==> src/rtl/stage_ex_md_pkg.sv <==
// Shared encodings for the execute stage: forward selects, ALU selects, mul/div ops and FSM states.
package stage_ex_md_pkg;

    localparam int unsigned REG_WIDTH_DEF = 32;

    typedef enum logic [1:0] {
        FWD_IDEX = 2'b00,
        FWD_WB   = 2'b01,
        FWD_MEM  = 2'b10
    } fwd_sel_e;

    typedef enum logic [1:0] {
        MD_MUL   = 2'b00,
        MD_MULHU = 2'b01,
        MD_DIVU  = 2'b10,
        MD_REMU  = 2'b11
    } md_op_e;

    typedef enum logic [2:0] {
        ALU_ADD  = 3'd0,
        ALU_SUB  = 3'd1,
        ALU_AND  = 3'd2,
        ALU_OR   = 3'd3,
        ALU_XOR  = 3'd4,
        ALU_SLL  = 3'd5,
        ALU_SRL  = 3'd6,
        ALU_SLTU = 3'd7
    } alu_sel_e;

    typedef enum logic [1:0] {
        MD_IDLE = 2'b00,
        MD_BUSY = 2'b01,
        MD_DONE = 2'b10
    } md_state_e;

    // Divide-class ops share the quotient/remainder datapath.
    function automatic logic is_div(input md_op_e op);
        return op[1];
    endfunction

endpackage

==> src/rtl/stage_ex_md_if.sv <==
// ID/EX-side bundle into the execute stage and its results back out.
interface stage_ex_md_if #(
    parameter int unsigned REG_WIDTH = stage_ex_md_pkg::REG_WIDTH_DEF
);
    logic                 ID_EX_valid;
    logic                 flush;
    logic [1:0]           forwardA;
    logic [1:0]           forwardB;
    logic [REG_WIDTH-1:0] ID_EX_data_out_1;
    logic [REG_WIDTH-1:0] ID_EX_data_out_2;
    logic [REG_WIDTH-1:0] ID_EX_imm_out;
    logic [REG_WIDTH-1:0] ID_EX_pc;
    logic [REG_WIDTH-1:0] WB_data;
    logic [REG_WIDTH-1:0] EX_MEM_alu_out;
    logic [2:0]           ID_EX_alu_sel;
    logic                 ID_EX_ASel;
    logic                 ID_EX_BSel;
    logic                 ID_EX_md_en;
    logic [1:0]           ID_EX_md_op;
    logic [REG_WIDTH-1:0] alu_out;
    logic [REG_WIDTH-1:0] dataB;
    logic                 ex_stall;
    logic                 md_done;

    modport master (
        output ID_EX_valid, flush, forwardA, forwardB,
               ID_EX_data_out_1, ID_EX_data_out_2, ID_EX_imm_out, ID_EX_pc,
               WB_data, EX_MEM_alu_out, ID_EX_alu_sel, ID_EX_ASel, ID_EX_BSel,
               ID_EX_md_en, ID_EX_md_op,
        input  alu_out, dataB, ex_stall, md_done
    );

    modport slave (
        input  ID_EX_valid, flush, forwardA, forwardB,
               ID_EX_data_out_1, ID_EX_data_out_2, ID_EX_imm_out, ID_EX_pc,
               WB_data, EX_MEM_alu_out, ID_EX_alu_sel, ID_EX_ASel, ID_EX_BSel,
               ID_EX_md_en, ID_EX_md_op,
        output alu_out, dataB, ex_stall, md_done
    );
endinterface

==> src/rtl/stage_ex_md_alu.sv <==
// Single-cycle integer ALU shared with the decoder's select encoding.
module alu
    import stage_ex_md_pkg::*;
#(
    parameter int unsigned W = REG_WIDTH_DEF
) (
    input  logic [W-1:0] a,
    input  logic [W-1:0] b,
    input  logic [2:0]   sel,
    output logic [W-1:0] y
);
    localparam int unsigned SH_W = $clog2(W);

    always_comb begin
        y = '0;
        case (sel)
            ALU_ADD:  y = a + b;
            ALU_SUB:  y = a - b;
            ALU_AND:  y = a & b;
            ALU_OR:   y = a | b;
            ALU_XOR:  y = a ^ b;
            ALU_SLL:  y = a << b[SH_W-1:0];
            ALU_SRL:  y = a >> b[SH_W-1:0];
            default:  y = {{(W-1){1'b0}}, (a < b)};
        endcase
    end
endmodule

==> src/rtl/stage_ex_md_muldiv_iter.sv <==
// Iterative unsigned multiply (shift-add) / restoring divide, one bit per cycle.
module muldiv_iter
    import stage_ex_md_pkg::*;
#(
    parameter int unsigned W = REG_WIDTH_DEF
) (
    input  logic         clk,
    input  logic         reset,
    input  logic         start,
    input  md_op_e       op,
    input  logic [W-1:0] a,
    input  logic [W-1:0] b,
    input  logic         flush,
    output logic         busy,
    output logic         done,
    output logic [W-1:0] result
);
    localparam int unsigned CNT_W = $clog2(W + 1);

    md_state_e        state;
    md_state_e        state_nxt;
    logic             accept;
    logic [CNT_W-1:0] cnt;
    md_op_e           op_q;
    logic [W-1:0]     a_q;
    logic [W-1:0]     b_q;
    logic [W-1:0]     quo;
    logic [W-1:0]     rem;
    logic [2*W-1:0]   prod;
    logic [W:0]       mul_sum;
    logic [W:0]       div_shift;
    logic [W:0]       div_trial;
    logic             div_fits;

    always_ff @(posedge clk) begin
        if (reset) state <= MD_IDLE;
        else       state <= state_nxt;
    end

    // Stall is asserted combinationally in the accept cycle so ID/EX holds.
    always_comb begin
        state_nxt = state;
        accept    = 1'b0;
        busy      = 1'b0;
        done      = 1'b0;
        case (state)
            MD_IDLE: begin
                if (start && !flush && !reset) begin
                    accept    = 1'b1;
                    busy      = 1'b1;
                    state_nxt = MD_BUSY;
                end
            end
            MD_BUSY: begin
                if (flush || reset) begin
                    state_nxt = MD_IDLE;
                end else begin
                    busy = 1'b1;
                    if (cnt == CNT_W'(1)) state_nxt = MD_DONE;
                end
            end
            MD_DONE: begin
                done      = !flush && !reset;
                state_nxt = MD_IDLE;
            end
            default: state_nxt = MD_IDLE;
        endcase
    end

    // A zero divisor always "fits", yielding all-ones quotient and the dividend as remainder.
    always_comb begin
        mul_sum   = {1'b0, prod[2*W-1:W]} + {1'b0, a_q & {W{prod[0]}}};
        div_shift = {rem, quo[W-1]};
        div_trial = div_shift - {1'b0, b_q};
        div_fits  = ~div_trial[W];
    end

    always_ff @(posedge clk) begin
        if (reset) begin
            cnt  <= '0;
            op_q <= MD_MUL;
            a_q  <= '0;
            b_q  <= '0;
            prod <= '0;
            quo  <= '0;
            rem  <= '0;
        end else if (accept) begin
            cnt  <= CNT_W'(W);
            op_q <= op;
            a_q  <= a;
            b_q  <= b;
            prod <= {{W{1'b0}}, b};
            quo  <= a;
            rem  <= '0;
        end else if (state == MD_BUSY && !flush) begin
            cnt <= cnt - CNT_W'(1);
            if (is_div(op_q)) begin
                rem <= div_fits ? div_trial[W-1:0] : div_shift[W-1:0];
                quo <= {quo[W-2:0], div_fits};
            end else begin
                prod <= {mul_sum, prod[W-1:1]};
            end
        end
    end

    always_comb begin
        case (op_q)
            MD_MUL:   result = prod[W-1:0];
            MD_MULHU: result = prod[2*W-1:W];
            MD_DIVU:  result = quo;
            default:  result = rem;
        endcase
    end
endmodule

==> src/rtl/stage_ex_md.sv <==
// Execute stage: operand forwarding, A/B source selects, ALU and stalling mul/div unit.
module stage_ex_md
    import stage_ex_md_pkg::*;
#(
    parameter int unsigned REG_WIDTH = REG_WIDTH_DEF,
    parameter int unsigned MD_EN     = 1
) (
    input  logic         clk,
    input  logic         reset,
    stage_ex_md_if.slave ex
);
    logic [REG_WIDTH-1:0] fwd_a;
    logic [REG_WIDTH-1:0] fwd_b;
    logic [REG_WIDTH-1:0] op_a;
    logic [REG_WIDTH-1:0] op_b;
    logic [REG_WIDTH-1:0] alu_res;
    logic [REG_WIDTH-1:0] md_res;
    logic                 md_start;
    logic                 md_busy;
    logic                 md_done;

    // Reserved forward code 11 falls back to the ID/EX value.
    always_comb begin
        case (ex.forwardA)
            FWD_WB:  fwd_a = ex.WB_data;
            FWD_MEM: fwd_a = ex.EX_MEM_alu_out;
            default: fwd_a = ex.ID_EX_data_out_1;
        endcase
        case (ex.forwardB)
            FWD_WB:  fwd_b = ex.WB_data;
            FWD_MEM: fwd_b = ex.EX_MEM_alu_out;
            default: fwd_b = ex.ID_EX_data_out_2;
        endcase
        op_a = ex.ID_EX_ASel ? ex.ID_EX_pc : fwd_a;
        op_b = ex.ID_EX_BSel ? ex.ID_EX_imm_out : fwd_b;
    end

    alu #(.W(REG_WIDTH)) u_alu (
        .a   (op_a),
        .b   (op_b),
        .sel (ex.ID_EX_alu_sel),
        .y   (alu_res)
    );

    assign md_start = (MD_EN != 0) && ex.ID_EX_valid && ex.ID_EX_md_en;

    muldiv_iter #(.W(REG_WIDTH)) u_md (
        .clk    (clk),
        .reset  (reset),
        .start  (md_start),
        .op     (md_op_e'(ex.ID_EX_md_op)),
        .a      (op_a),
        .b      (op_b),
        .flush  (ex.flush),
        .busy   (md_busy),
        .done   (md_done),
        .result (md_res)
    );

    assign ex.alu_out  = md_done ? md_res : alu_res;
    assign ex.dataB    = fwd_b;
    assign ex.ex_stall = md_busy;
    assign ex.md_done  = md_done;
endmodule

==> src/flat_wrapper.sv <==
// flat-port wrapper written by rule: the top's interface ports become plain ports
module stage_ex_md_flat import stage_ex_md_pkg::*;
#(
    parameter int unsigned REG_WIDTH = REG_WIDTH_DEF,
    parameter int unsigned MD_EN     = 1
)
  (clk, reset, ex_ID_EX_valid, ex_flush, ex_forwardA, ex_forwardB, ex_ID_EX_data_out_1, ex_ID_EX_data_out_2, ex_ID_EX_imm_out, ex_ID_EX_pc, ex_WB_data, ex_EX_MEM_alu_out, ex_ID_EX_alu_sel, ex_ID_EX_ASel, ex_ID_EX_BSel, ex_ID_EX_md_en, ex_ID_EX_md_op, ex_alu_out, ex_dataB, ex_ex_stall, ex_md_done);
  stage_ex_md_if #(.REG_WIDTH(REG_WIDTH)) ex_i ();
  input  logic clk;
  input  logic reset;
  input wire logic [$bits(ex_i.ID_EX_valid)-1:0] ex_ID_EX_valid;
  input wire logic [$bits(ex_i.flush)-1:0] ex_flush;
  input wire logic [$bits(ex_i.forwardA)-1:0] ex_forwardA;
  input wire logic [$bits(ex_i.forwardB)-1:0] ex_forwardB;
  input wire logic [$bits(ex_i.ID_EX_data_out_1)-1:0] ex_ID_EX_data_out_1;
  input wire logic [$bits(ex_i.ID_EX_data_out_2)-1:0] ex_ID_EX_data_out_2;
  input wire logic [$bits(ex_i.ID_EX_imm_out)-1:0] ex_ID_EX_imm_out;
  input wire logic [$bits(ex_i.ID_EX_pc)-1:0] ex_ID_EX_pc;
  input wire logic [$bits(ex_i.WB_data)-1:0] ex_WB_data;
  input wire logic [$bits(ex_i.EX_MEM_alu_out)-1:0] ex_EX_MEM_alu_out;
  input wire logic [$bits(ex_i.ID_EX_alu_sel)-1:0] ex_ID_EX_alu_sel;
  input wire logic [$bits(ex_i.ID_EX_ASel)-1:0] ex_ID_EX_ASel;
  input wire logic [$bits(ex_i.ID_EX_BSel)-1:0] ex_ID_EX_BSel;
  input wire logic [$bits(ex_i.ID_EX_md_en)-1:0] ex_ID_EX_md_en;
  input wire logic [$bits(ex_i.ID_EX_md_op)-1:0] ex_ID_EX_md_op;
  output wire logic [$bits(ex_i.alu_out)-1:0] ex_alu_out;
  output wire logic [$bits(ex_i.dataB)-1:0] ex_dataB;
  output wire logic [$bits(ex_i.ex_stall)-1:0] ex_ex_stall;
  output wire logic [$bits(ex_i.md_done)-1:0] ex_md_done;
  assign ex_i.ID_EX_valid = ex_ID_EX_valid;
  assign ex_i.flush = ex_flush;
  assign ex_i.forwardA = ex_forwardA;
  assign ex_i.forwardB = ex_forwardB;
  assign ex_i.ID_EX_data_out_1 = ex_ID_EX_data_out_1;
  assign ex_i.ID_EX_data_out_2 = ex_ID_EX_data_out_2;
  assign ex_i.ID_EX_imm_out = ex_ID_EX_imm_out;
  assign ex_i.ID_EX_pc = ex_ID_EX_pc;
  assign ex_i.WB_data = ex_WB_data;
  assign ex_i.EX_MEM_alu_out = ex_EX_MEM_alu_out;
  assign ex_i.ID_EX_alu_sel = ex_ID_EX_alu_sel;
  assign ex_i.ID_EX_ASel = ex_ID_EX_ASel;
  assign ex_i.ID_EX_BSel = ex_ID_EX_BSel;
  assign ex_i.ID_EX_md_en = ex_ID_EX_md_en;
  assign ex_i.ID_EX_md_op = ex_ID_EX_md_op;
  assign ex_alu_out = ex_i.alu_out;
  assign ex_dataB = ex_i.dataB;
  assign ex_ex_stall = ex_i.ex_stall;
  assign ex_md_done = ex_i.md_done;
  stage_ex_md #(.REG_WIDTH(REG_WIDTH), .MD_EN(MD_EN)) u_core (.clk(clk), .reset(reset), .ex(ex_i));
endmodule
==> config.mk <==
export PLATFORM = sky130hd
export DESIGN_NAME = stage_ex_md_flat
export DESIGN_NICKNAME = d
export VERILOG_FILES = /design/src/rtl/stage_ex_md_pkg.sv /design/src/rtl/stage_ex_md_if.sv /design/src/rtl/stage_ex_md_alu.sv /design/src/rtl/stage_ex_md_muldiv_iter.sv /design/src/rtl/stage_ex_md.sv /design/src/flat_wrapper.sv
export SDC_FILE = /design/constraint.sdc
export NUM_CORES = 1
export LEC_CHECK = 0
export ABC_AREA = 1
export ABC_CLOCK_PERIOD_IN_PS = 7400
export CAP_MARGIN = 10
export CELL_PAD_IN_SITES_DETAIL_PLACEMENT = 0
export CELL_PAD_IN_SITES_GLOBAL_PLACEMENT = 1
export CORE_ASPECT_RATIO = 1.25
export CORE_MARGIN = 2
export CORE_UTILIZATION = 40
export CTS_CLUSTER_DIAMETER = 40
export DETAILED_ROUTE_END_ITERATION = 6
export PLACE_DENSITY_LB_ADDON = 0.1
export SLEW_MARGIN = 20
export SYNTH_ARGS = -nofsm -noshare
export SYNTH_HDL_FRONTEND = slang
export SYNTH_HIERARCHICAL = 1
export SYNTH_SLANG_ARGS = --single-unit
==> constraint.sdc <==
create_clock -name clk -period 7.4 [get_ports clk]
set_input_delay 1.48 -clock clk [delete_from_list [all_inputs] [get_ports clk]]
set_output_delay 1.48 -clock clk [all_outputs]
set_load 0.005 [all_outputs]
==> results_dict.tcl, run 1 <==
set metrics [dict create \
    syn_inst 4750 \
    path_class "in2out" \
    yosys_warnings 6 \
    avgSynthCellArea_sq_um 5.50 \
    antenna_found_initial 6 \
    drt_iter0_drc 2827 \
    num_rows 104 \
    p_leak_nw 16.1 \
    status "complete, no violations" \
    dp_hpwl_mm 108 \
    vias 31900 \
    die_w_microns 233 \
    finalMaxSlewViolations 0 \
    setup_viol_count_final 0 \
    grt_util_all_layers 0.373 \
    post-route-period-util 0.976 \
    drc 0 \
    synth_seq_cells 202 \
    grt_pass1_vias 30500 \
    nets 5380 \
    rsz0062_at_grt "yes" \
    postRouteAntennaNets 0 \
    cts-root-buf "clkbuf_16" \
    die_h_microns 290 \
    grt_pass1_wl_mm 188 \
    netlist_area_sq_um 26100 \
    required_ns 5.92 \
    cts_tree "done" \
    syn_to_final_growth_pct 18.7 \
    clk_path_buf_depth 3 \
    place_area_sq_um 30100 \
    tightest_slew_ns 0.950 \
    period_minus_slack_ns 7.22 \
    gp_congestion 1.04 \
    coreArea_sq_um 64500 \
    synth-seq-area-share 0.155 \
    cts_sinks 202 \
    final_util 0.480 \
    vias_per_cell 5.45 \
    setup_tns_ns 0 \
    register_area_sq_um 4040 \
    dpl_worst_slack_ns -0.0239 \
    holdCritPathClass "reg2reg" \
    max_cap_viol_count 0 \
    max_freq_mhz 139 \
    start_util 0.405 \
    finalPower_mw 4.98 \
    async_flop_share 0 \
    dieArea_sq_um 67300 \
    wl_per_cell_microns 22.2 \
    maxSlewHeadroom 0.367 \
    skew_ns 0.0355 \
    firstDrtPassIters 6 \
    synth_cell_types 56 \
    ys_dominant_reg_cell "dfxtp_1" \
    vdd_drop_max_mv 0.153 \
    path_clk_slew_ns 0.07 \
    multi_input_area_sq_um 18300 \
    end_kind "primary output" \
    worst_slack_ns 0.181 \
    crit_path_max_fanout 23 \
    clock_latency_ns 0.56 \
    arrival_ns 5.74 \
    finalHoldViolations 0 \
    synth_edf_count 0 \
    cts-buffers-inserted 23 \
    n_fill_cell 7234 \
    start_kind "input port" \
    powerDensity_nw_per_um2 161 \
    io_pins 274 \
    portBuffers 273 \
    htreeDepth 1 \
    wirelength_mm 130 \
    synth_nets 5138 \
    final_area_sq_um 31000 \
    hold_buffers 0 \
    overflow 0 \
    grt_max_degree 72 \
    drive_gt1_frac 0.0695 \
]
-- layout by cell type (no fill, tap or decap), types with 5 or more instances in the layout --
cell             netlist  layout
nand2_1             1672    1669
inv_1                717     713
nand3_1              546     543
nor2_1               320     308
clkdlybuf4s50_1        0     272
a21oi_1              273     264
dfxtp_1              202     202
ha_1                 176     163
o21ai_0              159     159
buf_4                 23     140
and2_1                47      47
o211ai_1              37      37
mux2_4                30      30
o21bai_1              30      30
nand4_1               26      26
nand2_2               22      25
nor3_1                25      25
o22ai_1               24      24
a221oi_1              24      24
xor2_1                24      24
clkbuf_16              0      23
a22oi_1               23      23
inv_2                 18      22
o221ai_1              20      20
a31oi_1               17      17
nor2_2                 9      15
a21oi_2                5      13
buf_12                 0      13
o21ai_1               13      13
ha_2                   0      12
nor2_4                 3       9
or2_2                  9       9
a21o_1                 9       9
o21a_1                 8       8
nand3_2                4       7
o2111ai_1              7       7
xnor2_1                7       7
diode_2                0       6
nor4_1                 7       6
nand3b_1               5       5
-- stage by stage --
step                      hold slack, ns  std cells
after floorplan                    0.419       4750
after global placement             0.429       5815
after detailed placement           0.433       5815
after CTS                          0.450       5856
after global routing               0.464       5861
final                              0.448       5862
-- power by group --
| part | internal (mW) | switching [mW] |
|---|---|---|
| Combinational | 0.937 | 1.75 |
| Clock | 0.633 | 0.525 |
| Sequential | 1.12 | 0.0233 |
| Total | 2.69 | 2.29 |
-- critical path, stage by stage --
cell             delay, ns
clkdlybuf4s50_1       0.50
inv_1                 0.05
ha_1                  0.35
inv_2                 0.19
buf_12                0.20
nand2_1               0.07
a21oi_1               0.17
inv_1                 0.17
ha_2                  0.39
nor2_1                0.19
nand2_1               0.20
nor2_1                0.13
nand2_1               0.08
nand3_2               0.18
nand2_1               0.11
nand3_1               0.12
a21o_1                0.23
nand2_1               0.12
mux2_2                0.34
clkdlybuf4s50_1       0.46
-- kinds of logic after synthesis --
kind of cell	Yosys count	synth area share
and+or+nand+nor	2703	0.432
buffers and inverters	947	0.151
AOI/OAI and AO/OA	654	0.146
DFF	202	0.155
adders and majority gates	180	0.0874
muxes	33	0.0185
xor gates and xnor gates	31	0.0104
-- sequential cells by signal, summed over array words and instances, names as in the netlist --
name / count
u_core/u_md/b_q: 32
u_core/u_md/a_q: 32
u_core/u_md/op_q: 2
u_core/u_md/state: 2
u_core/u_md/cnt: 6
u_core/u_md/quo: 32
u_core/u_md/prod: 64
u_core/u_md/rem: 32
-- routing by layer --
metal / vias to the layer above / track usage / part of all wire
met3: 344 / 0.0356 / 0.055
met1: 14800 / 0.430 / 0.39
met4: 0 / 0.229 / 0.070
li1: 15600 / - / -
met5: - / 0 / 0
met2: 1265 / 0.663 / 0.48
-- timing repair --
action	4_1_cts	5_1_grt
endpoints found under the setup margin	1	21
gates resized for setup	1	38
cloned	0	0
setup buffers	0	0
-- path summary, 6_finish.rpt --
| path | end | cells past startpoint | slack [ns] | start |
|---|---|---|---|---|
| worst max-delay path | ex_alu_out[0] | 20 | 0.18 | ex_forwardA[0] |
| worst min-delay path | u_core/u_md/a_q[2]$_SDFFE_PP0P_ | 2 | 0.45 | u_core/u_md/a_q[2]$_SDFFE_PP0P_ |
| worst max register to register | u_core/u_md/prod[61]$_SDFFE_PP0P_ | 14 | 3.94 | u_core/u_md/prod[0]$_SDFFE_PP0P_ |
| worst min register to register | u_core/u_md/a_q[2]$_SDFFE_PP0P_ | 2 | 0.45 | u_core/u_md/a_q[2]$_SDFFE_PP0P_ |
-- synth_stat cells, drive strengths merged, types with 2 or more instances --
cell,n,area share
a211oi,2,0.00057
a21o,9,0.0026
a21oi,278,0.054
a221oi,24,0.0081
a22oi,23,0.0066
a31oi,17,0.0041
and2,47,0.011
and3,2,0.00048
buf,134,0.032
clkbuf,75,0.012
dfxtp,202,0.15
fa,4,0.0031
ha,176,0.084
inv,737,0.11
mux2,32,0.018
nand2,1696,0.25
nand3,550,0.11
nand3b,5,0.0014
nand4,26,0.0062
nor2,332,0.049
nor3,28,0.0062
nor4,7,0.0017
o2111ai,7,0.0023
o211ai,38,0.011
o21a,8,0.0023
o21ai,173,0.033
o21bai,30,0.0086
o221ai,20,0.0067
o22ai,24,0.0058
or2,10,0.0024
xnor2,7,0.0023
xor2,24,0.0081
-- final cells by class --
type / count / share of cell area
clock inverters: 14 / 0.00468
flip-flops and latches: 202 / 0.130
diodes: 6 / 0.000484
repair buffers: 426 / 0.130
clock buffers: 27 / 0.0194
well taps: 848 / 0.0342
multi-input cells: 3601 / 0.591
inverters: 738 / 0.0895
Power figures use the tool's default switching activity.
==> run 2, diff against run 1 <==
--- a/config.mk
+++ b/config.mk
@@ -11,9 +11,8 @@
 export CELL_PAD_IN_SITES_DETAIL_PLACEMENT = 0
 export CELL_PAD_IN_SITES_GLOBAL_PLACEMENT = 1
 export CORE_ASPECT_RATIO = 1.25
-export CORE_MARGIN = 2
+export CORE_MARGIN = 10
 export CORE_UTILIZATION = 40
-export CTS_CLUSTER_DIAMETER = 40
 export DETAILED_ROUTE_END_ITERATION = 6
 export PLACE_DENSITY_LB_ADDON = 0.1
 export SLEW_MARGIN = 20
==> run 2 against run 1 <==
  * Routed wire length increased by 2.1%
  * Sequential cell count is the same
  * Final cell count up 0.29%
  * Register-to-register slack better by 0.16 ns
  * Maximum frequency is 0.52% lower
  * Clock skew shrank 0.011 ns
  * Sequential share of layout area down 0.073 points
  * Critical path type unchanged
  * Critical endpoint is now ex_alu_out[28]
  * Highest routed layer unchanged
==> results_dict.tcl, run 2 (synthesis gave the netlist of run 1 again) <==
set metrics [dict create \
    grt_max_degree 72 \
    start_kind "input port" \
    maxSlewHeadroom 0.391 \
    dieArea_sq_um 76000 \
    vdd_drop_max_mv 0.169 \
    crit_path_max_fanout 22 \
    top_register "u_core/u_md/prod" \
    drt_iter0_drc 3067 \
    grt_pass1_vias 30600 \
    die_h_microns 306 \
    tightest_slew_ns 0.911 \
    finalMaxSlewViolations 0 \
    p_leak_nw 16.2 \
    firstDrtPassIters 6 \
    clock_latency_ns 0.53 \
    multi_input_area_sq_um 18300 \
    cts_setup_buffers 0 \
    fin_cells 5879 \
    finalHoldViolations 0 \
    end_kind "primary output" \
    skew_ns 0.0247 \
    drive_gt1_frac 0.0728 \
    coreArea_sq_um 64500 \
    postRouteAntennaNets 0 \
    rsz0062_at_grt "yes" \
    final_cell_mix "1664 x nand2_1, 713 x inv_1, 544 x nand3_1" \
    layout_commonest_cell "nand2_1" \
    holdCritPathClass "reg2reg" \
    register_area_sq_um 4040 \
    max_cap_viol_count 0 \
    max_freq_mhz 138 \
    drc 0 \
    num_rows 104 \
    cts-root-buf "clkbuf_16" \
    status "complete, no violations" \
    htreeDepth 1 \
    io_pins 274 \
    syn_to_final_growth_pct 19.4 \
    wirelength_mm 133 \
    path_clk_slew_ns 0.07 \
    largest_reg_flops 64 \
    gp_congestion 1.04 \
    path_class "in2out" \
    setup_viol_count_final 0 \
    final_util 0.483 \
    setup_tns_ns 0 \
    vias_per_cell 5.45 \
    nets 5400 \
    dp.cells 5837 \
    antenna_found_initial 4 \
    required_ns 5.92 \
    cts_sinks 202 \
    dp_hpwl_mm 110 \
    grt_pass1_wl_mm 194 \
    start_util 0.405 \
    wl_per_cell_microns 22.6 \
    vias 32100 \
    powerDensity_nw_per_um2 162 \
    clk_path_buf_depth 3 \
    period_minus_slack_ns 7.26 \
    arrival_ns 5.78 \
    overflow 0 \
    grt_util_all_layers 0.331 \
    n_fill_cell 7322 \
    post-route-period-util 0.981 \
    portBuffers 273 \
    whs_ns 0.451 \
    die_w_microns 249 \
    cts-buffers-inserted 21 \
    cts_tree "done" \
]
## run 2: where the power goes
group          switching, mW  internal [mW]
Sequential            0.0214           1.12
Combinational           1.76          0.956
Clock                  0.486          0.697
Total                   2.27           2.77
## run 2: worst max-delay path, stage by stage
cell and delay (ns):
clkdlybuf4s50_1 0.48, inv_1 0.05, ha_1 0.43, buf_12 0.21
a21oi_1 0.09, a21oi_1 0.15, buf_4 0.16, inv_1 0.05
ha_1 0.38, buf_4 0.19, nand2_1 0.10, inv_1 0.06
a21oi_1 0.35, nand3_1 0.32, nand2_1 0.17, nand3_1 0.09
nand3_1 0.09, nand3_1 0.15, mux2_4 0.30, clkdlybuf4s50_1 0.45
## run 2: path summary, 6_finish.rpt
path	start	to	slack (ns)	cells past startpoint
min	u_core/u_md/a_q[14]$_SDFFE_PP0P_	u_core/u_md/a_q[14]$_SDFFE_PP0P_	0.45	2
max reg2reg	u_core/u_md/prod[0]$_SDFFE_PP0P_	u_core/u_md/prod[61]$_SDFFE_PP0P_	4.10	13
max	ex_forwardA[0]	ex_alu_out[28]	0.14	20
min reg2reg	u_core/u_md/a_q[14]$_SDFFE_PP0P_	u_core/u_md/a_q[14]$_SDFFE_PP0P_	0.45	2
## run 2: repair_timing
item / CTS / global route
hold buffers: 0 / 0
resized for setup: 0 / 35
setup endpoints to repair: 0 / 28
## run 2: per-layer routing
layer | vias up | global-route usage | share of wire
li1 | 15600 | - | -
met1 | 14800 | 0.383 | 0.39
met2 | 1309 | 0.586 | 0.49
met3 | 309 | 0.0313 | 0.060
met4 | 0 | 0.191 | 0.064
met5 | - | 0 | 0
## run 2: cell type report
type,count,share of cell area
inverters,738,0.0891
clock inverters,12,0.00570
multi-input cells,3601,0.587
well taps,848,0.0340
repair buffers,448,0.136
flip-flops and latches,202,0.130
diodes,4,0.000321
clock buffers,26,0.0184
## run 2: through the flow
stage | instance area (sq um) | worst slack (ns) | total power [mW]
3_5_place_dp | 30300 | 0.0500 | 3.80
5_1_grt | 31200 | -0.00407 | 5.31
6_report | 31200 | 0.143 | 5.04
2_1_floorplan | 26100 | 1.30 | 2.69
3_3_place_gp | 30300 | 0.0650 | 3.81
4_1_cts | 31100 | 0.0403 | 4.99
